### src/rtl/multicycle_ctrl.sv
// Multicycle RV32-subset control unit: FSM sequencing fetch/decode/execute,
// a memory-stall watchdog, and sticky illegal-opcode / bus-error flags.
module multicycle_ctrl #(
    parameter int MEM_WAIT_MAX = 15
) (
    input  logic       clk,
    input  logic       rst_n,
    input  logic [6:0] op,
    input  logic [2:0] funct3,
    input  logic       funct7b5,
    input  logic       zero,
    input  logic       mem_ready,
    output logic       mem_req,
    output logic       mem_write,
    output logic       adr_src,
    output logic       ir_write,
    output logic       pc_write,
    output logic       reg_write,
    output logic [1:0] result_src,
    output logic [1:0] alu_src_a,
    output logic [1:0] alu_src_b,
    output logic [1:0] alu_op,
    output logic [2:0] imm_src,
    output logic       illegal,
    output logic       bus_err,
    output logic [3:0] state
);

    localparam int WW = (MEM_WAIT_MAX < 1) ? 1 : $clog2(MEM_WAIT_MAX + 1);
    localparam logic [WW-1:0] WAIT_MAX = WW'(MEM_WAIT_MAX);

    localparam logic [6:0] OP_LW   = 7'b0000011;
    localparam logic [6:0] OP_SW   = 7'b0100011;
    localparam logic [6:0] OP_R    = 7'b0110011;
    localparam logic [6:0] OP_IALU = 7'b0010011;
    localparam logic [6:0] OP_JAL  = 7'b1101111;
    localparam logic [6:0] OP_BEQ  = 7'b1100011;
    localparam logic [6:0] OP_LUI  = 7'b0110111;

    typedef enum logic [3:0] {
        FETCH    = 4'd0,
        DECODE   = 4'd1,
        MEMADR   = 4'd2,
        MEMREAD  = 4'd3,
        MEMWB    = 4'd4,
        MEMWRITE = 4'd5,
        EXECR    = 4'd6,
        ALUWB    = 4'd7,
        EXECI    = 4'd8,
        JAL      = 4'd9,
        BEQ      = 4'd10,
        LUI      = 4'd11,
        TRAP     = 4'd12
    } state_t;

    state_t        state_q, state_d;
    logic [WW-1:0] wait_q, wait_d;
    logic          illegal_q, bus_err_q;
    logic          set_illegal_s, set_bus_err_s;
    logic          timeout_s;

    // Instruction fields decoded by the datapath's ALU decoder, not here.
    logic unused_s;
    assign unused_s = ^{funct3, funct7b5};

    assign state   = state_q;
    assign illegal = illegal_q;
    assign bus_err = bus_err_q;

    // Stall watchdog has expired and memory is still not ready.
    assign timeout_s = (wait_q == WAIT_MAX) && !mem_ready;

    // State register, stall counter and sticky fault flags.
    always_ff @(posedge clk) begin
        if (!rst_n) begin
            state_q   <= FETCH;
            wait_q    <= '0;
            illegal_q <= 1'b0;
            bus_err_q <= 1'b0;
        end else begin
            state_q   <= state_d;
            wait_q    <= wait_d;
            illegal_q <= illegal_q | set_illegal_s;
            bus_err_q <= bus_err_q | set_bus_err_s;
        end
    end

    // Immediate format follows the opcode directly, independent of state.
    always_comb begin
        imm_src = 3'b000;
        case (op)
            OP_SW:   imm_src = 3'b001;
            OP_BEQ:  imm_src = 3'b101;
            OP_LUI:  imm_src = 3'b010;
            OP_JAL:  imm_src = 3'b110;
            default: imm_src = 3'b000;
        endcase
    end

    // Next-state logic and per-state datapath controls.
    always_comb begin
        state_d       = state_q;
        mem_req       = 1'b0;
        mem_write     = 1'b0;
        adr_src       = 1'b0;
        ir_write      = 1'b0;
        pc_write      = 1'b0;
        reg_write     = 1'b0;
        result_src    = 2'b00;
        alu_src_a     = 2'b00;
        alu_src_b     = 2'b00;
        alu_op        = 2'b00;
        set_illegal_s = 1'b0;
        set_bus_err_s = 1'b0;
        case (state_q)
            FETCH: begin
                mem_req   = 1'b1;
                alu_src_b = 2'b10;
                if (mem_ready) begin
                    ir_write = 1'b1;
                    pc_write = 1'b1;
                    state_d  = DECODE;
                end else if (timeout_s) begin
                    set_bus_err_s = 1'b1;
                    state_d       = TRAP;
                end else begin
                    state_d = FETCH;
                end
            end
            DECODE: begin
                alu_src_a = 2'b01;
                alu_src_b = 2'b01;
                case (op)
                    OP_LW, OP_SW: state_d = MEMADR;
                    OP_R:         state_d = EXECR;
                    OP_IALU:      state_d = EXECI;
                    OP_JAL:       state_d = JAL;
                    OP_BEQ:       state_d = BEQ;
                    OP_LUI:       state_d = LUI;
                    default: begin
                        set_illegal_s = 1'b1;
                        state_d       = TRAP;
                    end
                endcase
            end
            MEMADR: begin
                alu_src_a = 2'b10;
                alu_src_b = 2'b01;
                if (op == OP_LW) begin
                    state_d = MEMREAD;
                end else if (op == OP_SW) begin
                    state_d = MEMWRITE;
                end else begin
                    // op is held from the IR, so this only fires on corruption.
                    set_illegal_s = 1'b1;
                    state_d       = TRAP;
                end
            end
            MEMREAD: begin
                mem_req = 1'b1;
                adr_src = 1'b1;
                if (mem_ready) begin
                    state_d = MEMWB;
                end else if (timeout_s) begin
                    set_bus_err_s = 1'b1;
                    state_d       = TRAP;
                end else begin
                    state_d = MEMREAD;
                end
            end
            MEMWB: begin
                result_src = 2'b01;
                reg_write  = 1'b1;
                state_d    = FETCH;
            end
            MEMWRITE: begin
                mem_req = 1'b1;
                adr_src = 1'b1;
                if (mem_ready) begin
                    mem_write = 1'b1;
                    state_d   = FETCH;
                end else if (timeout_s) begin
                    set_bus_err_s = 1'b1;
                    state_d       = TRAP;
                end else begin
                    state_d = MEMWRITE;
                end
            end
            EXECR: begin
                alu_src_a = 2'b10;
                alu_src_b = 2'b00;
                alu_op    = 2'b10;
                state_d   = ALUWB;
            end
            EXECI: begin
                alu_src_a = 2'b10;
                alu_src_b = 2'b01;
                alu_op    = 2'b10;
                state_d   = ALUWB;
            end
            ALUWB: begin
                result_src = 2'b00;
                reg_write  = 1'b1;
                state_d    = FETCH;
            end
            JAL: begin
                alu_src_a  = 2'b01;
                alu_src_b  = 2'b10;
                result_src = 2'b00;
                pc_write   = 1'b1;
                state_d    = ALUWB;
            end
            BEQ: begin
                alu_src_a  = 2'b10;
                alu_src_b  = 2'b00;
                alu_op     = 2'b01;
                result_src = 2'b00;
                pc_write   = zero;
                state_d    = FETCH;
            end
            LUI: begin
                alu_src_b  = 2'b01;
                result_src = 2'b11;
                reg_write  = 1'b1;
                state_d    = FETCH;
            end
            TRAP: begin
                state_d = TRAP;
            end
            default: begin
                // Unused encodings are treated as a hard fault.
                state_d = TRAP;
            end
        endcase
    end

    // Count consecutive stalled memory cycles, saturating at the limit.
    always_comb begin
        wait_d = '0;
        if (mem_req && !mem_ready) begin
            if (wait_q == WAIT_MAX) begin
                wait_d = wait_q;
            end else begin
                wait_d = wait_q + WW'(1);
            end
        end else begin
            wait_d = '0;
        end
    end

endmodule

### config.mk
export PLATFORM = sky130hd
export DESIGN_NAME = multicycle_ctrl
export DESIGN_NICKNAME = d
export VERILOG_FILES = /design/src/rtl/multicycle_ctrl.sv
export SDC_FILE = /design/constraint.sdc
export NUM_CORES = 1
export LEC_CHECK = 0
export CAP_MARGIN = 30
export CELL_PAD_IN_SITES_DETAIL_PLACEMENT = 1
export CELL_PAD_IN_SITES_GLOBAL_PLACEMENT = 1
export CORE_MARGIN = 1
export CORE_UTILIZATION = 29
export DETAILED_ROUTE_END_ITERATION = 8
export HOLD_SLACK_MARGIN = 0.02
export PLACE_DENSITY = 0.85
export SETUP_SLACK_MARGIN = 0.15
export SYNTH_ARGS = -nofsm -noshare
export SYNTH_HDL_FRONTEND = slang
export SYNTH_SLANG_ARGS = --single-unit
### constraint.sdc
create_clock -name clk -period 1.65 [get_ports clk]
set_input_delay 0.165 -clock clk [delete_from_list [all_inputs] [get_ports clk]]
set_output_delay 0.165 -clock clk [all_outputs]
set_load 0.01 [all_outputs]
==> implementation parameters <==
Parameter                              Value

Logic synthesis
  Main combinational cell family by area after synthesis ... simple AND/OR/NAND/NOR gates
  Yosys warns ... 0
  Synthesis-stage register bit count ... 10
  Main area contributors after synthesis ... dfxtp_1 (21%), nor2b_1 (4.6%), xor2_1 (4.6%)
  Area fraction in and, or, nand and nor cells after synthesis ... between 30% and 40%
  Main synth FF type ... dfxtp_1
  Fraction of synthesized area in multiplexers ... between 2 and 2.5%
  Number of distinct library cells after synthesis ... 47
  Post-Synthesis Cells ... 130
  Synth Area per Inst ... roughly 7.4 um2
  Post-synthesis async set-or-reset flop share ... 0%
  Compound-gate portion of the synthesized area ... around a quarter
  Post-synth EDFFs ... 0
  Post-synthesis xor/xnor area fraction ... roughly 4.6%
  Post-Synthesis Net Count ... 146
  Library cell with the largest summed area after synthesis ... dfxtp_1
  Arithmetic-cell share of the synthesized area counting full adders, half adders and majority gates ... under 10%
  Synth top area share ... between 20% and 30%
  Synth Cell Area ... ~960 um2
  Sequential fraction of the synthesis area ... 20.9%

Drt
  Routed length per placed instance ... approximately 24 um
  Detailed Routing Iterations Pass 1 ... 4
  Count of routing violations after the opening detailed-route iteration ... approximately 120
  Total wire length ... 6140 um
  Number of vias after detailed routing ... 1515
  Detailed-route vias per instance ... ~5.9
  DR DRC count ... 0
  Final ANT Viol Nets ... 0

Timing
  Post-layout minimum cycle time ... about 1.7 ns
  Slew HR ... 79.7%
  Worst setup skew after layout ... approximately 0.0049 ns
  Max Slew Vio Count ... 0
  Final number of setup-violating endpoints ... 2
  Peak Freq ... between 600 and 700 MHz
  Fin Hold WS ... 0.499 ns
  Final cycle utilization of the critical path ... 101%
  Worst setup slack after layout ... -0.0120 ns
  Final-report hold violation count ... 0
  Unrepaired setup endpoints after global routing ... true
  Transition time at the pin with the least slew margin ... approximately 0.30 ns

Min path
  Worst hold-check path type ... reg -> reg
  Worst hold path startpoint ... illegal$_SDFF_PN0_
  Hold path cells ... 1
  Worst hold path endpoint ... illegal$_SDFF_PN0_

Critical path
  Register-to-register path setup slack ... -0.01 ns
  Startpoint kind of the worst setup timing path ... flop
  Count of cells along the worst register-to-register path ... 7
  Required arrival time at the worst endpoint ... approximately 1.8 ns
  Data arrival time of the worst path ... 1.83 ns
  Launching point of the worst reg2reg path ... state[0]$_SDFF_PN0_
  Reg2Reg Capture Point ... state[2]$_SDFF_PN0_
  Critical path capture point type ... flop
  Biggest fanout along the worst timing path ... 7
  Worst setup path category ... reg -> reg

Layout
  Highest-count cells in the layout ignoring fill and taps ... buf_4 (43), buf_2 (14), buf_6 (13), dlygate4sd2_1 (8), nand2_1 (7)
  Number of inserted filler cells in the final layout ... around 350
  Fraction of layout instances using a drive strength above 1 ... between 50% and 60%
  Final net count ... roughly 230
  Antenna diodes ... 0
  Commonest non-fill, non-tap cell in the layout ... buf_4
  Synthesis-to-layout area growth ... 114%

Clock tree
  Buffer depth of the longest clock path ... 2
  Total CTS buffers ... 3
  Post-CTS Hold Fix Bufs ... 0
  H-tree depth ... 1
  # clock sinks ... 10
  Clock edge transition at the registers on the reported setup and hold paths ... ~0.07 ns
  CTS root buf ... clkbuf_4
  Clock tree from TritonCTS ... yes
  Clock latency at the later pin of the worst-skew pair ... 0.28 ns

GRT
  Maximum number of pins on one net before global-route repair ... 13
  First-pass GRT wire length ... 8000 um
  Antenna violations before repair ... 0
  Overall global routing resource usage ... 31.0%
  Vias in the first global route ... 1537
  Total overflow reported by the global router ... 0

Power and ir drop
  Lkg Pwr ... 0.925 nW
  Total power ... around 0.003 W
  Areal power density over the cells ... ~1500 nW/um2
  Worst-case vdd ir drop ... 0.959 mV

Die
  Horizontal extent of the die ... about 60 um
  Die Y-Extent ... about 60 um
  Core region area ... about 3100 um2
  Number of ports placed on the die boundary ... 38
  Number of placement rows ... 20
  Die ar. ... 3540 um2
  Starting Density ... 30.9%

Place
  Routability congestion estimate from global placement ... between 0.8 and 0.9
  Port Buf Inserts ... 33
  DPL Wire Length ... between 3000 and 4000 um

Status
  Violations in the final reports ... negative setup slack
  Outcome ... finished with violations

Run
  # Max-Cap Violations ... 0
-- report_power, final --
group	leakage, nW	internal (W)	switching [W]
clock network	0.0210	0.000135	0.000102
registers	0.0843	0.000318	0.000112
logic	0.819	0.00117	0.00117
-- critical path, cell delays in order (launching register included) --
cell     delay [ns]
dfxtp_4        0.38
buf_6          0.12
buf_6          0.11
buf_6          0.11
nor4b_4        0.13
nand4_1        0.13
nand3_1        0.13
o41a_1         0.43
-- final cells by class --
cell class	instances	area, um2	share of cell area (%)
sequential	10	215	10.5
tap	44	55.1	2.68
clock buffer	4	36.3	1.77
timing repair buffer	91	753	36.7
multi-input combinational	104	973	47.4
inverter	5	18.8	0.915
-- flip-flops by register name, summed over array words and instances, names as in the netlist --
signal / cells
bus_err: 1
wait_q: 4
state: 4
illegal: 1
-- synth_stat cells, types with 2 or more instances --
cell,n
a211oi_1,3
a21o_1,2
a21oi_1,5
a22o_1,2
a31oi_1,2
a32oi_1,2
and2_1,5
buf_1,2
buf_2,5
clkbuf_1,3
dfxtp_1,10
inv_1,5
mux2i_1,2
nand2_1,9
nand2b_1,3
nand3_1,7
nand3b_1,2
nand4_1,3
nor2_1,7
nor2b_1,7
nor3_1,7
nor4_1,3
nor4b_1,3
o21a_1,2
o21ai_0,3
xor2_1,5
-- worst max path at each step --
stage | from | depth (start not counted) | endpoint
after global routing | state[0]$_SDFF_PN0_ | 7 | state[2]$_SDFF_PN0_
after floorplan | state[1]$_SDFF_PN0_ | 4 | pc_write
after CTS | state[0]$_SDFF_PN0_ | 5 | pc_write
after detailed placement | op[3] | 4 | imm_src[1]
after global placement | op[3] | 4 | imm_src[1]
final | state[0]$_SDFF_PN0_ | 7 | state[2]$_SDFF_PN0_
-- per-stage QoR --
| stage | setup TNS (ns) | area [um2] | setup WS (ns) | utilization (%) | std cells |
|---|---|---|---|---|---|
| final | -0.0143 | 2050 | -0.0120 | 66.1 | 258 |
| after global routing | -0.143 | 2050 | -0.0672 | 66.1 | 258 |
| after CTS | 0 | 1870 | 0.0780 | 60.2 | 254 |
| after detailed placement | -2.89 | 1650 | -0.356 | 53.1 | 243 |
| after global placement | -2.00 | 1650 | -0.256 | 53.1 | 243 |
| after floorplan | 0 | 960 | 0.184 | - | 130 |
-- cells by family (layout without fill, tap and decap cells) --
kind of cell             count (synthesis)  after routing
flip-flops                              10             10
AND/OR/NAND/NOR                         64             64
XOR/XNOR                                 5              5
buffers and inverters                   16            100
AO/OA/AOI/OAI                           32             32
adder cells (fa/ha/maj)                  1              1
multiplexers                             2              2
-- repair_timing --
item	4_1_cts	5_1_grt
setup endpoints to repair	30	27
buffers inserted	7	4
pin swaps	12	19
gates resized for setup	119	36
-- routing by layer --
layer	up-vias	part of all wire, %	track usage [%]	routed length [um]
met4	0	4.1	15.9	251
met2	76	50	55.5	3060
li1	659	-	-	-
met5	-	0	0	0
met3	20	3.9	2.84	240
met1	760	42	36.5	2580
(Power assumes the default switching activity.)
